### src/rtl/exec_stage_if.sv
// exec_stage_if: bundles the controller handshake and the register-file
// port of the execute stage. The master side is the controller together
// with the register file; the slave side is exec_stage itself.
interface exec_stage_if;
  // controller -> execute stage
  logic        start;
  logic [1:0]  op;
  logic [1:0]  shift;
  logic [2:0]  rn;
  logic [2:0]  rm;
  logic [2:0]  rd;
  // register file -> execute stage (combinational read of readnum)
  logic [15:0] rf_data;
  // execute stage -> register file
  logic [2:0]  readnum;
  logic [2:0]  writenum;
  logic        write;
  logic [15:0] data_in;
  // execute stage -> controller
  logic        busy;
  logic        done;
  logic [15:0] result;
  logic [2:0]  status;

  modport master (
    output start, op, shift, rn, rm, rd, rf_data,
    input  readnum, writenum, write, data_in, busy, done, result, status
  );

  modport slave (
    input  start, op, shift, rn, rm, rd, rf_data,
    output readnum, writenum, write, data_in, busy, done, result, status
  );
endinterface

### src/rtl/exec_stage.sv
// exec_stage: sequences two register-file reads into operand latches A/B,
// shifts B, computes C = A op B' with {V,N,Z} status and writes C back.
// Optional feature macro: EXEC_STAGE_OVF_EN enables the overflow flag V;
// when it is undefined status[2] is constantly 0.
module exec_stage (
  input  logic        clk,
  input  logic        reset,
  exec_stage_if.slave bus
);

  localparam logic [2:0] IDLE = 3'd0;
  localparam logic [2:0] RDA  = 3'd1;
  localparam logic [2:0] RDB  = 3'd2;
  localparam logic [2:0] EXEC = 3'd3;
  localparam logic [2:0] WB   = 3'd4;
  localparam logic [2:0] DONE = 3'd5;

  logic [2:0]  state_reg, state_next;
  logic [1:0]  op_reg, shift_reg;
  logic [2:0]  rm_reg, rd_reg;
  logic [15:0] a_reg, b_reg, c_reg;
  logic [2:0]  status_reg;
  logic [2:0]  readnum_reg, writenum_reg;

  logic        accept;
  logic [15:0] b_shifted;
  logic [15:0] alu_c;
  logic        alu_v;

  // A new operation is taken only when the stage is idle or just finishing.
  assign accept = ((state_reg == IDLE) || (state_reg == DONE)) && bus.start;

  // Next-state sequencing through the fixed five-cycle operation.
  always_comb begin
    state_next = IDLE;
    case (state_reg)
      IDLE:    state_next = accept ? RDA : IDLE;
      RDA:     state_next = RDB;
      RDB:     state_next = EXEC;
      EXEC:    state_next = WB;
      WB:      state_next = DONE;
      DONE:    state_next = accept ? RDA : IDLE;
      default: state_next = IDLE;
    endcase
  end

  // State register; reset aborts any operation in flight.
  always_ff @(posedge clk or posedge reset) begin
    if (reset) state_reg <= IDLE;
    else       state_reg <= state_next;
  end

  // Capture the operation fields at accept; they stay frozen until the next accept.
  always_ff @(posedge clk or posedge reset) begin
    if (reset) begin
      op_reg    <= 2'b00;
      shift_reg <= 2'b00;
      rm_reg    <= 3'd0;
      rd_reg    <= 3'd0;
    end else if (accept) begin
      op_reg    <= bus.op;
      shift_reg <= bus.shift;
      rm_reg    <= bus.rm;
      rd_reg    <= bus.rd;
    end
  end

  // One-bit shifter applied to operand B.
  always_comb begin
    b_shifted = b_reg;
    case (shift_reg)
      2'b00: b_shifted = b_reg;
      2'b01: b_shifted = {b_reg[14:0], 1'b0};
      2'b10: b_shifted = {1'b0, b_reg[15:1]};
      2'b11: b_shifted = {b_reg[15], b_reg[15:1]};
      default: b_shifted = b_reg;
    endcase
  end

  // ALU and signed-overflow detection for add/subtract.
  always_comb begin
    alu_c = 16'h0000;
    alu_v = 1'b0;
    case (op_reg)
      2'b00: alu_c = a_reg + b_shifted;
      2'b01: alu_c = a_reg - b_shifted;
      2'b10: alu_c = a_reg & b_shifted;
      2'b11: alu_c = ~b_shifted;
      default: alu_c = 16'h0000;
    endcase
`ifdef EXEC_STAGE_OVF_EN
    if (op_reg == 2'b00)
      alu_v = (a_reg[15] == b_shifted[15]) && (alu_c[15] != a_reg[15]);
    else if (op_reg == 2'b01)
      alu_v = (a_reg[15] != b_shifted[15]) && (alu_c[15] != a_reg[15]);
    else
      alu_v = 1'b0;
`else
    alu_v = 1'b0;
`endif
  end

  // Operand and result latches: A in RDA, B in RDB, C and status in EXEC.
  always_ff @(posedge clk or posedge reset) begin
    if (reset) begin
      a_reg      <= 16'h0000;
      b_reg      <= 16'h0000;
      c_reg      <= 16'h0000;
      status_reg <= 3'b000;
    end else begin
      if (state_reg == RDA) a_reg <= bus.rf_data;
      if (state_reg == RDB) b_reg <= bus.rf_data;
      if (state_reg == EXEC) begin
        c_reg      <= alu_c;
        status_reg <= {alu_v, alu_c[15], (alu_c == 16'h0000)};
      end
    end
  end

  // Register-file selects are registered so they hold between uses;
  // readnum points at rn during RDA, rm during RDB, writenum at rd during WB.
  always_ff @(posedge clk or posedge reset) begin
    if (reset) begin
      readnum_reg  <= 3'd0;
      writenum_reg <= 3'd0;
    end else begin
      if (accept)             readnum_reg  <= bus.rn;
      else if (state_reg == RDA) readnum_reg  <= rm_reg;
      if (state_reg == EXEC)  writenum_reg <= rd_reg;
    end
  end

  assign bus.readnum  = readnum_reg;
  assign bus.writenum = writenum_reg;
  assign bus.write    = (state_reg == WB);
  assign bus.data_in  = c_reg;
  assign bus.busy     = (state_reg != IDLE);
  assign bus.done     = (state_reg == DONE);
  assign bus.result   = c_reg;
  assign bus.status   = status_reg;

endmodule

### src/flat_wrapper.sv
// flat-port wrapper written by rule: the top's interface ports become plain ports
module exec_stage_flat 
  (clk, reset, bus_start, bus_op, bus_shift, bus_rn, bus_rm, bus_rd, bus_rf_data, bus_readnum, bus_writenum, bus_write, bus_data_in, bus_busy, bus_done, bus_result, bus_status);
  exec_stage_if bus_i ();
  input  logic clk;
  input  logic reset;
  input wire logic [$bits(bus_i.start)-1:0] bus_start;
  input wire logic [$bits(bus_i.op)-1:0] bus_op;
  input wire logic [$bits(bus_i.shift)-1:0] bus_shift;
  input wire logic [$bits(bus_i.rn)-1:0] bus_rn;
  input wire logic [$bits(bus_i.rm)-1:0] bus_rm;
  input wire logic [$bits(bus_i.rd)-1:0] bus_rd;
  input wire logic [$bits(bus_i.rf_data)-1:0] bus_rf_data;
  output wire logic [$bits(bus_i.readnum)-1:0] bus_readnum;
  output wire logic [$bits(bus_i.writenum)-1:0] bus_writenum;
  output wire logic [$bits(bus_i.write)-1:0] bus_write;
  output wire logic [$bits(bus_i.data_in)-1:0] bus_data_in;
  output wire logic [$bits(bus_i.busy)-1:0] bus_busy;
  output wire logic [$bits(bus_i.done)-1:0] bus_done;
  output wire logic [$bits(bus_i.result)-1:0] bus_result;
  output wire logic [$bits(bus_i.status)-1:0] bus_status;
  assign bus_i.start = bus_start;
  assign bus_i.op = bus_op;
  assign bus_i.shift = bus_shift;
  assign bus_i.rn = bus_rn;
  assign bus_i.rm = bus_rm;
  assign bus_i.rd = bus_rd;
  assign bus_i.rf_data = bus_rf_data;
  assign bus_readnum = bus_i.readnum;
  assign bus_writenum = bus_i.writenum;
  assign bus_write = bus_i.write;
  assign bus_data_in = bus_i.data_in;
  assign bus_busy = bus_i.busy;
  assign bus_done = bus_i.done;
  assign bus_result = bus_i.result;
  assign bus_status = bus_i.status;
  exec_stage u_core (.clk(clk), .reset(reset), .bus(bus_i));
endmodule
### config.mk
export PLATFORM = sky130hd
export DESIGN_NAME = exec_stage_flat
export DESIGN_NICKNAME = d
export VERILOG_FILES = /design/src/rtl/exec_stage_if.sv /design/src/rtl/exec_stage.sv /design/src/flat_wrapper.sv
export SDC_FILE = /design/constraint.sdc
export NUM_CORES = 1
export LEC_CHECK = 0
export CORE_UTILIZATION = 59
export DETAILED_ROUTE_END_ITERATION = 10
export MAX_ROUTING_LAYER = met4
export PLACE_DENSITY = 0.86
export SKIP_CTS_REPAIR_TIMING = 1
export SYNTH_ARGS = -nofsm -noshare
export SYNTH_HDL_FRONTEND = slang
export SYNTH_SLANG_ARGS = --single-unit
### constraint.sdc
create_clock -name clk -period 6.6 [get_ports clk]
set_input_delay 0.66 -clock clk [delete_from_list [all_inputs] [get_ports clk]]
set_output_delay 0.66 -clock clk [all_outputs]
set_load 0.05 [all_outputs]
==> results of run 1 <==
-- cells in the mapped netlist, types with 3 or more instances --
master | instances | area (µm²)
xnor2_1 | 7 | 61.3
o21a_1 | 8 | 60.1
o31a_1 | 3 | 26.3
o21ai_0 | 23 | 115
nor3b_1 | 6 | 45.0
buf_2 | 4 | 20.0
a22oi_1 | 4 | 30.0
and3_1 | 4 | 25.0
mux2_1 | 4 | 45.0
nand3b_1 | 7 | 52.6
nand3_1 | 3 | 15.0
or3_1 | 4 | 25.0
buf_4 | 20 | 150
nand2b_1 | 8 | 50.1
nor3_1 | 12 | 60.1
xor2_1 | 10 | 87.6
ha_1 | 17 | 213
clkbuf_1 | 15 | 56.3
mux2i_1 | 20 | 200
a211o_1 | 3 | 26.3
or3b_2 | 3 | 26.3
buf_1 | 4 | 15.0
o31ai_1 | 3 | 22.5
mux2_2 | 50 | 563
nand2_1 | 64 | 240
dfrtp_1 | 68 | 1700
nor2_1 | 24 | 90.1
a2111oi_0 | 3 | 26.3
nor4_1 | 5 | 31.3
a21oi_1 | 19 | 95.1
o211ai_1 | 3 | 22.5
o21ai_1 | 3 | 15.0
a211oi_1 | 6 | 45.0
nor2b_1 | 14 | 87.6
a21o_1 | 3 | 22.5
o2111ai_1 | 3 | 26.3
inv_1 | 12 | 45.0
-- worst max-delay path: cells and delay by family (launching register included) --
kind | cells | cell delay [ps]
mux | 2 | 700
compound gates | 6 | 1420
flops | 1 | 1010
simple gates | 4 | 770
xor+xnor | 2 | 480
fa+ha+maj | 2 | 530
-- cell families after synthesis --
| logic type | share of synthesized area (%) |
|---|---|
| AND/OR/NAND/NOR | 17.5 |
| XOR/XNOR | 3.53 |
| AO/OA/AOI/OAI | 14.9 |
| other | 0.0773 |
| adder cells (fa/ha/maj) | 4.80 |
| buffers and inverters | 6.45 |
| flip-flops | 35.1 |
| multiplexers | 17.7 |
-- layer usage --
layer | part of all wire [%] | routed length, µm | vias up
li1 | - | - | 1911
met2 | 50 | 5210 | 100
met4 | 3.0 | 310 | 0
met3 | 4.2 | 437 | 26
met1 | 43 | 4550 | 1895
met5 | 0 | 0 | -
-- how the worst max path moves through the flow --
stage / cells after the start / to / from
final: 16 / u_core.bus.status[0] / u_core.shift_reg[0]
after global routing: 16 / u_core.bus.status[0] / u_core.shift_reg[0]
after floorplan: 18 / u_core.bus.status[0] / u_core.shift_reg[0]
after detailed placement: 16 / u_core.bus.status[0] / u_core.shift_reg[0]
after global placement: 16 / u_core.bus.status[0] / u_core.shift_reg[0]
after CTS: 16 / u_core.bus.status[0] / u_core.shift_reg[0]
-- area by class of cell --
cell class	instances	area (µm²)
sequential	68	1700
timing repair buffer	79	778
clock inverter	5	52.6
clock buffer	11	131
inverter	12	45.0
multi-input combinational	385	2850
fill	596	2160
tap	102	128
-- through the flow --
step,cell area (µm²),utilization [%],std cells,worst slack (ps)
finish,5680,72.4,662,1560
floorplan,4850,-,510,2500
global route,5680,72.4,662,1040
global placement,5500,70.1,646,1780
CTS,5680,72.4,662,1610
detailed placement,5500,70.1,646,1610
==> flow_metrics.tcl, run 1 <==
set metrics [dict create \
    status "completed" \
    routabilityCongestion 0.878 \
    clkLatencyLatePin_ps 350 \
    worst_path_largest_cell_delay_ps 1010 \
    cts_tree "yes" \
    setup_tns_ps 0 \
    final_cell_mix "74 x clkdlybuf4s50_1, 68 x dfrtp_1, 64 x nand2_1, 50 x mux2_2, 24 x nor2_1" \
    die_x_um 92.7 \
    clock_sinks 68 \
    max_clock_freq_mhz 199 \
    min_from "u_core.rd_reg[2]" \
    busiest_layer "met2" \
    synthArstFlopShare_pct 100 \
    insertedDiodeCount 0 \
    post-dp-hpwl_um 7760 \
    drc 0 \
    port_buffers 74 \
    ys_warn_count 0 \
    seq_area_frac_synth_pct 35.1 \
    crit_required_ps 6830 \
    critPathKind "flip-flop to flip-flop" \
    first_iter_violations 213 \
    r2r_setup_slack_ps 1560 \
    final.setup_skew_ps 6.57 \
    min_period_over_period_pct 76.3 \
    ant_nets 0 \
    drive_above_1_share_pct 15.4 \
    start_kind "flip-flop" \
    synth_cell_types 68 \
    grt_max_degree 69 \
    syn_avg_cell_area_um2 9.51 \
    synth_area_mm2 0.00485 \
    final_common_cell "clkdlybuf4s50_1" \
    num_vias 3932 \
    globalRouteTotalUtil_pct 28.1 \
    use_met2_pct 45.4 \
    die_area_mm2 0.00859 \
    path_max_fanout 28 \
    final_max_slew_viol_count 0 \
    worst_ep_arrival_time_ps 5270 \
    routed_via_density 5.94 \
    synth_ff_type "dfrtp_1" \
    grt_util_met3_pct 6.16 \
    grtUsageMet1_pct 34.7 \
    rows 32 \
    slowest_stage "dfrtp_1" \
    maxCapViolCount 0 \
    holdPathEnd "u_core.bus.writenum[2]" \
    core_area_mm2 0.00785 \
    grt_pass1_vias 3941 \
    synth_nets 560 \
    crit_path_end_kind "flip-flop" \
    cts_buffers 9 \
    finalNetCount 605 \
    ff2ff_path_depth 16 \
    whs_path_depth 2 \
    hp-class "flip-flop to flip-flop" \
    clk_pin_slew_ps 70 \
    area_growth_pct 17.1 \
    hold_ws_ps 470 \
    regToRegStartpoint "u_core.shift_reg[0]" \
    die_h_um 92.7 \
    rsz0062_at_grt "no" \
    min_period_ps 5040 \
    hold_violations 0 \
    clk_path_buf_depth 2 \
    wl_um 10500 \
    grt-ovfl-total 0 \
    worst_pin_slew_ps 1240 \
    ios 76 \
    crit_top_cell "ha_1" \
    setup_violations 0 \
    start_util_pct 61.8 \
    htreeDepth 3 \
    first_pass_iters 4 \
    synth-seq-cells 68 \
    syn_inst 510 \
    r2r-end "u_core.bus.status[0]" \
    cts-root-buf "clkbuf_8" \
    routedWlPerCell_um 15.9 \
    relSlewSlack_pct 17.6 \
    synth_edf_count 0 \
    grt_pass1_wl_um 18600 \
    cp_cell_sequence "mux2_2 -> mux2i_1 -> ha_1 -> nand2b_1 -> nand3b_1 -> o31ai_1 -> nor2b_1 -> xnor2_1 -> ha_1 -> a211o_1 -> nor3_1 -> a211oi_1 -> a2111oi_0 -> xnor3_1 -> o2111ai_1 -> o21ai_1" \
    antenna_found_initial 0 \
]
Power of run 1 is not shown: default switching activity piles up to over one toggle a cycle in this logic, so the estimate is an artifact.
==> run 2, diff against run 1 <==
Settings changed: CORE_UTILIZATION 59 to 55, PLACE_DENSITY 0.86 to 0.81.
Clock period 6.6 ns to 5.2 ns, I/O delays scaled along.
==> run 2 against run 1 <==
Via count rose by 1.2%; worst hold slack improved by 5.9 ps; wire length rose by 4.7%; count of clock-buffer cells in the layout fell by 2; cell area rose by 0.75%; non-clock buffer count rose by 3; setup slack got worse by 790 ps; largest cell class unchanged.
==> flow_metrics.tcl, run 2 (synthesis gave the netlist of run 1 again) <==
set metrics [dict create \
    status "completed" \
    core_area_mm2 0.00838 \
    first_iter_violations 166 \
    utilization_pct 68.3 \
    clk_path_buf_depth 2 \
    final_cell_mix "74 x clkdlybuf4s50_1, 68 x dfrtp_1, 64 x nand2_1, 50 x mux2_2, 24 x nor2_1" \
    insertedDiodeCount 0 \
    wl_um 11000 \
    finalNetCount 608 \
    path_max_fanout 25 \
    routabilityCongestion 0.886 \
    clkLatencyLatePin_ps 360 \
    die_h_um 95.9 \
    worst_pin_slew_ps 857 \
    post-dp-hpwl_um 7980 \
    r2r-end "u_core.bus.status[0]" \
    setup_tns_ps 0 \
    routedWlPerCell_um 16.5 \
    max_clock_freq_mhz 226 \
    critPathKind "flip-flop to flip-flop" \
    rows 33 \
    final_cells 668 \
    die_area_mm2 0.00920 \
    die_x_um 95.9 \
    globalRouteTotalUtil_pct 27.3 \
    hold_violations 0 \
    holdPathEnd "u_core.bus.writenum[2]" \
    crit_path_end_kind "flip-flop" \
    rsz0062_at_grt "no" \
    r2r_setup_slack_ps 780 \
    ant_nets 0 \
    grt_pass1_wl_um 18700 \
    regToRegStartpoint "u_core.shift_reg[0]" \
    setup_violations 0 \
    grt_util_met3_pct 5.85 \
    maxCapViolCount 0 \
    routed_via_density 5.96 \
    drive_above_1_share_pct 16.2 \
    first_pass_iters 5 \
    grt_pass1_vias 4013 \
    start_kind "flip-flop" \
    clk_pin_slew_ps 90 \
    clock_sinks 68 \
    grtUsageMet1_pct 31.0 \
    num_vias 3979 \
    final_max_slew_viol_count 0 \
    cts-root-buf "clkbuf_8" \
    grt-ovfl-total 0 \
    dp_cells 652 \
    port_buffers 74 \
    min_period_over_period_pct 85.0 \
    final_common_cell "clkdlybuf4s50_1" \
    grt_max_degree 69 \
    busiest_layer "met2" \
    cts_buffers 9 \
    drc 0 \
    ff2ff_path_depth 15 \
    cts_tree "yes" \
    start_util_pct 57.9 \
    relSlewSlack_pct 42.9 \
    final.setup_skew_ps 11.4 \
    use_met2_pct 47.7 \
    hp-class "flip-flop to flip-flop" \
    ios 76 \
    area_growth_pct 18.0 \
    whs_path_depth 2 \
    antenna_found_initial 0 \
    htreeDepth 3 \
    crit_required_ps 5440 \
    min_from "u_core.rd_reg[2]" \
    min_period_ps 4420 \
    worst_ep_arrival_time_ps 4660 \
]
run 2: worst max-delay path by stage:
stage | from | end
floorplan | u_core.shift_reg[0] | u_core.bus.status[0]
global placement | u_core.shift_reg[0] | u_core.bus.status[0]
detailed placement | u_core.shift_reg[0] | u_core.bus.status[0]
CTS | u_core.shift_reg[0] | u_core.bus.status[0]
global route | u_core.shift_reg[0] | u_core.bus.status[0]
finish | u_core.shift_reg[0] | u_core.bus.status[0]
run 2: final cells by class:
type                    count  area (µm²)
clock inverters             7        76.3
fillers                   682        2660
repair buffers             82         801
flip-flops and latches     68        1700
inverters                  12        45.0
multi-input cells         385        2850
clock buffers               9         124
well taps                 105         131
run 2: through the flow:
| stage | instance area (µm²) | hold slack [ps] | worst slack [ps] |
|---|---|---|---|
| 2_1_floorplan | 4850 | 433 | 1100 |
| 3_3_place_gp | 5530 | 444 | 968 |
| 3_5_place_dp | 5530 | 452 | 847 |
| 4_1_cts | 5730 | 477 | 806 |
| 5_1_grt | 5730 | 504 | 311 |
| 6_report | 5730 | 476 | 779 |
run 2: routing by layer:
layer | routed length (µm) | up-vias
li1 | - | 1919
met1 | 4590 | 1935
met2 | 5700 | 101
met5 | 0 | -
met3 | 447 | 24
met4 | 270 | 0
run 2: critical path, cell delays in order, from the launching register on:
cell       delay (ps)
dfrtp_1           430
buf_4             330
mux2_2            370
mux2i_1           280
nand3b_1          150
o31ai_1           320
nor2b_1           310
xnor2_1           100
ha_1              360
a211o_1           300
nor3_1            220
a211oi_1          110
a2111oi_0         420
xnor3_1           310
o2111ai_1         200
o21ai_1            80
Power of run 2 is left out for the same reason.
==> run 3, diff against run 2 <==
Settings changed: CORE_MARGIN set to 10, CTS_CLUSTER_SIZE set to 20.
==> run 3 against run 2 <==
Worst hold slack about the same; via count is 0.35% higher; critical path depth up 1; highest routed layer unchanged; fmax shrank 0.88%; final cell count increased by 0.45%; largest cell class unchanged; count of clock-buffer cells in the layout up 2; setup slack got worse by 39 ps; global-route usage down 8.7 points; wire length up 5.5%; first-iteration DRC count rose by 9.6%.
==> flow_metrics.tcl, run 3 (synthesis gave the netlist of run 1 again) <==
set metrics [dict create \
    antenna_found_initial 0 \
    grt-ovfl-total 0 \
    fill_cells 678 \
    finalNetCount 608 \
    crit_top_cell "nand2b_1" \
    critPathTopFamily "compound AO/OA/AOI/OAI gates" \
    busiest_layer "met2" \
    clk_pin_slew_ps 80 \
    routedWlPerCell_um 17.3 \
    drc 0 \
    ios 76 \
    cts_tree "yes" \
    htreeDepth 3 \
    final_max_slew_viol_count 0 \
    relSlewSlack_pct 44.0 \
    slowest_stage "dfrtp_1" \
    rows 34 \
    max_clock_freq_mhz 224 \
    critPathKind "flip-flop to flip-flop" \
    place_ws_ps 823 \
    grt_pass1_vias 4068 \
    final_common_cell "clkdlybuf4s50_1" \
    die_x_um 114 \
    cts_buffers 9 \
    setup_tns_ps 0 \
    area_growth_pct 18.6 \
    path_max_fanout 27 \
    min_period_ps 4460 \
    insertedDiodeCount 0 \
    crit_required_ps 5420 \
    setup_violations 0 \
    use_met2_pct 32.0 \
    num_vias 3993 \
    rsz0062_at_grt "no" \
    clock_sinks 68 \
    post-dp-hpwl_um 8790 \
    min_period_over_period_pct 85.8 \
    status "completed" \
    die_h_um 114 \
    crit_path_end_kind "flip-flop" \
    final_cell_mix "74 x clkdlybuf4s50_1, 68 x dfrtp_1, 64 x nand2_1, 50 x mux2_2, 24 x nor2_1" \
    regToRegStartpoint "u_core.shift_reg[1]" \
    hp-class "flip-flop to flip-flop" \
    worst_path_largest_cell_delay_ps 570 \
    final.setup_skew_ps 9.63 \
    clkLatencyLatePin_ps 340 \
    worst_pin_slew_ps 841 \
    start_kind "flip-flop" \
    grt_pass1_wl_um 19600 \
    routed_via_density 5.95 \
    path_buf_inv 1 \
    first_pass_iters 5 \
    cp_cell_sequence "buf_4 -> nand2b_1 -> o32a_1 -> nand2b_1 -> nand3b_1 -> o31ai_1 -> nor2b_1 -> xnor2_1 -> ha_1 -> a211o_1 -> nor3_1 -> a211oi_1 -> a2111oi_0 -> xnor3_1 -> o2111ai_1 -> o21ai_1" \
    cts-root-buf "clkbuf_8" \
    crit_start "u_core.shift_reg[1]" \
    grt_max_degree 69 \
    ant_nets 0 \
    die_area_mm2 0.0130 \
    layout_setup_ws_ps 740 \
    globalRouteTotalUtil_pct 18.6 \
    grtUsageMet1_pct 20.6 \
    hold_violations 0 \
    wl_um 11600 \
    hold_ws_ps 476 \
    start_util_pct 56.2 \
    min_from "u_core.rd_reg[0]" \
    clk_path_buf_depth 2 \
    worst_ep_arrival_time_ps 4680 \
    first_iter_violations 182 \
    routabilityCongestion 0.951 \
    port_buffers 74 \
    drive_above_1_share_pct 16.0 \
    grt_util_met3_pct 4.30 \
    core_area_mm2 0.00864 \
    maxCapViolCount 0 \
]
run 3: metrics by stage:
stage               std cells  util [%]  cell area [µm²]
floorplan                 510         -             4850
global placement          655      64.0             5530
detailed placement        655      64.0             5530
CTS                       671      66.7             5760
global route              671      66.7             5760
finish                    671      66.7             5760
run 3: final timing paths:
check / end / slack [ps] / cells past startpoint
worst max-delay path: u_core.bus.status[0] / 740 / 16
worst min-delay path: u_core.bus.writenum[0] / 480 / 2
worst max register to register: u_core.bus.status[0] / 740 / 16
worst min register to register: u_core.bus.writenum[0] / 480 / 2
max in group asynchronous: u_core.a_reg[14] / 3910 / 3
min in group asynchronous: u_core.rd_reg[1] / 740 / 3
run 3: per-layer routing:
metal / part of all wire [%] / wire length [µm]
met1: 41 / 4740
met2: 52 / 5990
met3: 5.1 / 588
met4: 2.4 / 282
met5: 0 / 0
run 3: cell type report:
class | count | area, µm² | share of cell area, %
Sequential cell | 68 | 1700 | 29.6
Clock buffer | 11 | 141 | 2.46
Inverter | 12 | 45.0 | 0.782
Clock inverter | 5 | 85.1 | 1.48
Tap cell | 108 | 135 | 2.35
Multi-Input combinational cell | 385 | 2850 | 49.5
Timing Repair Buffer | 82 | 801 | 13.9
run 3: tightest hold or removal path, cell delays in order, from the launching register on:
cell	delay (ps)
dfrtp_1	350
nand2_1	50
nand2_1	50
Power of run 3 is left out for the same reason.
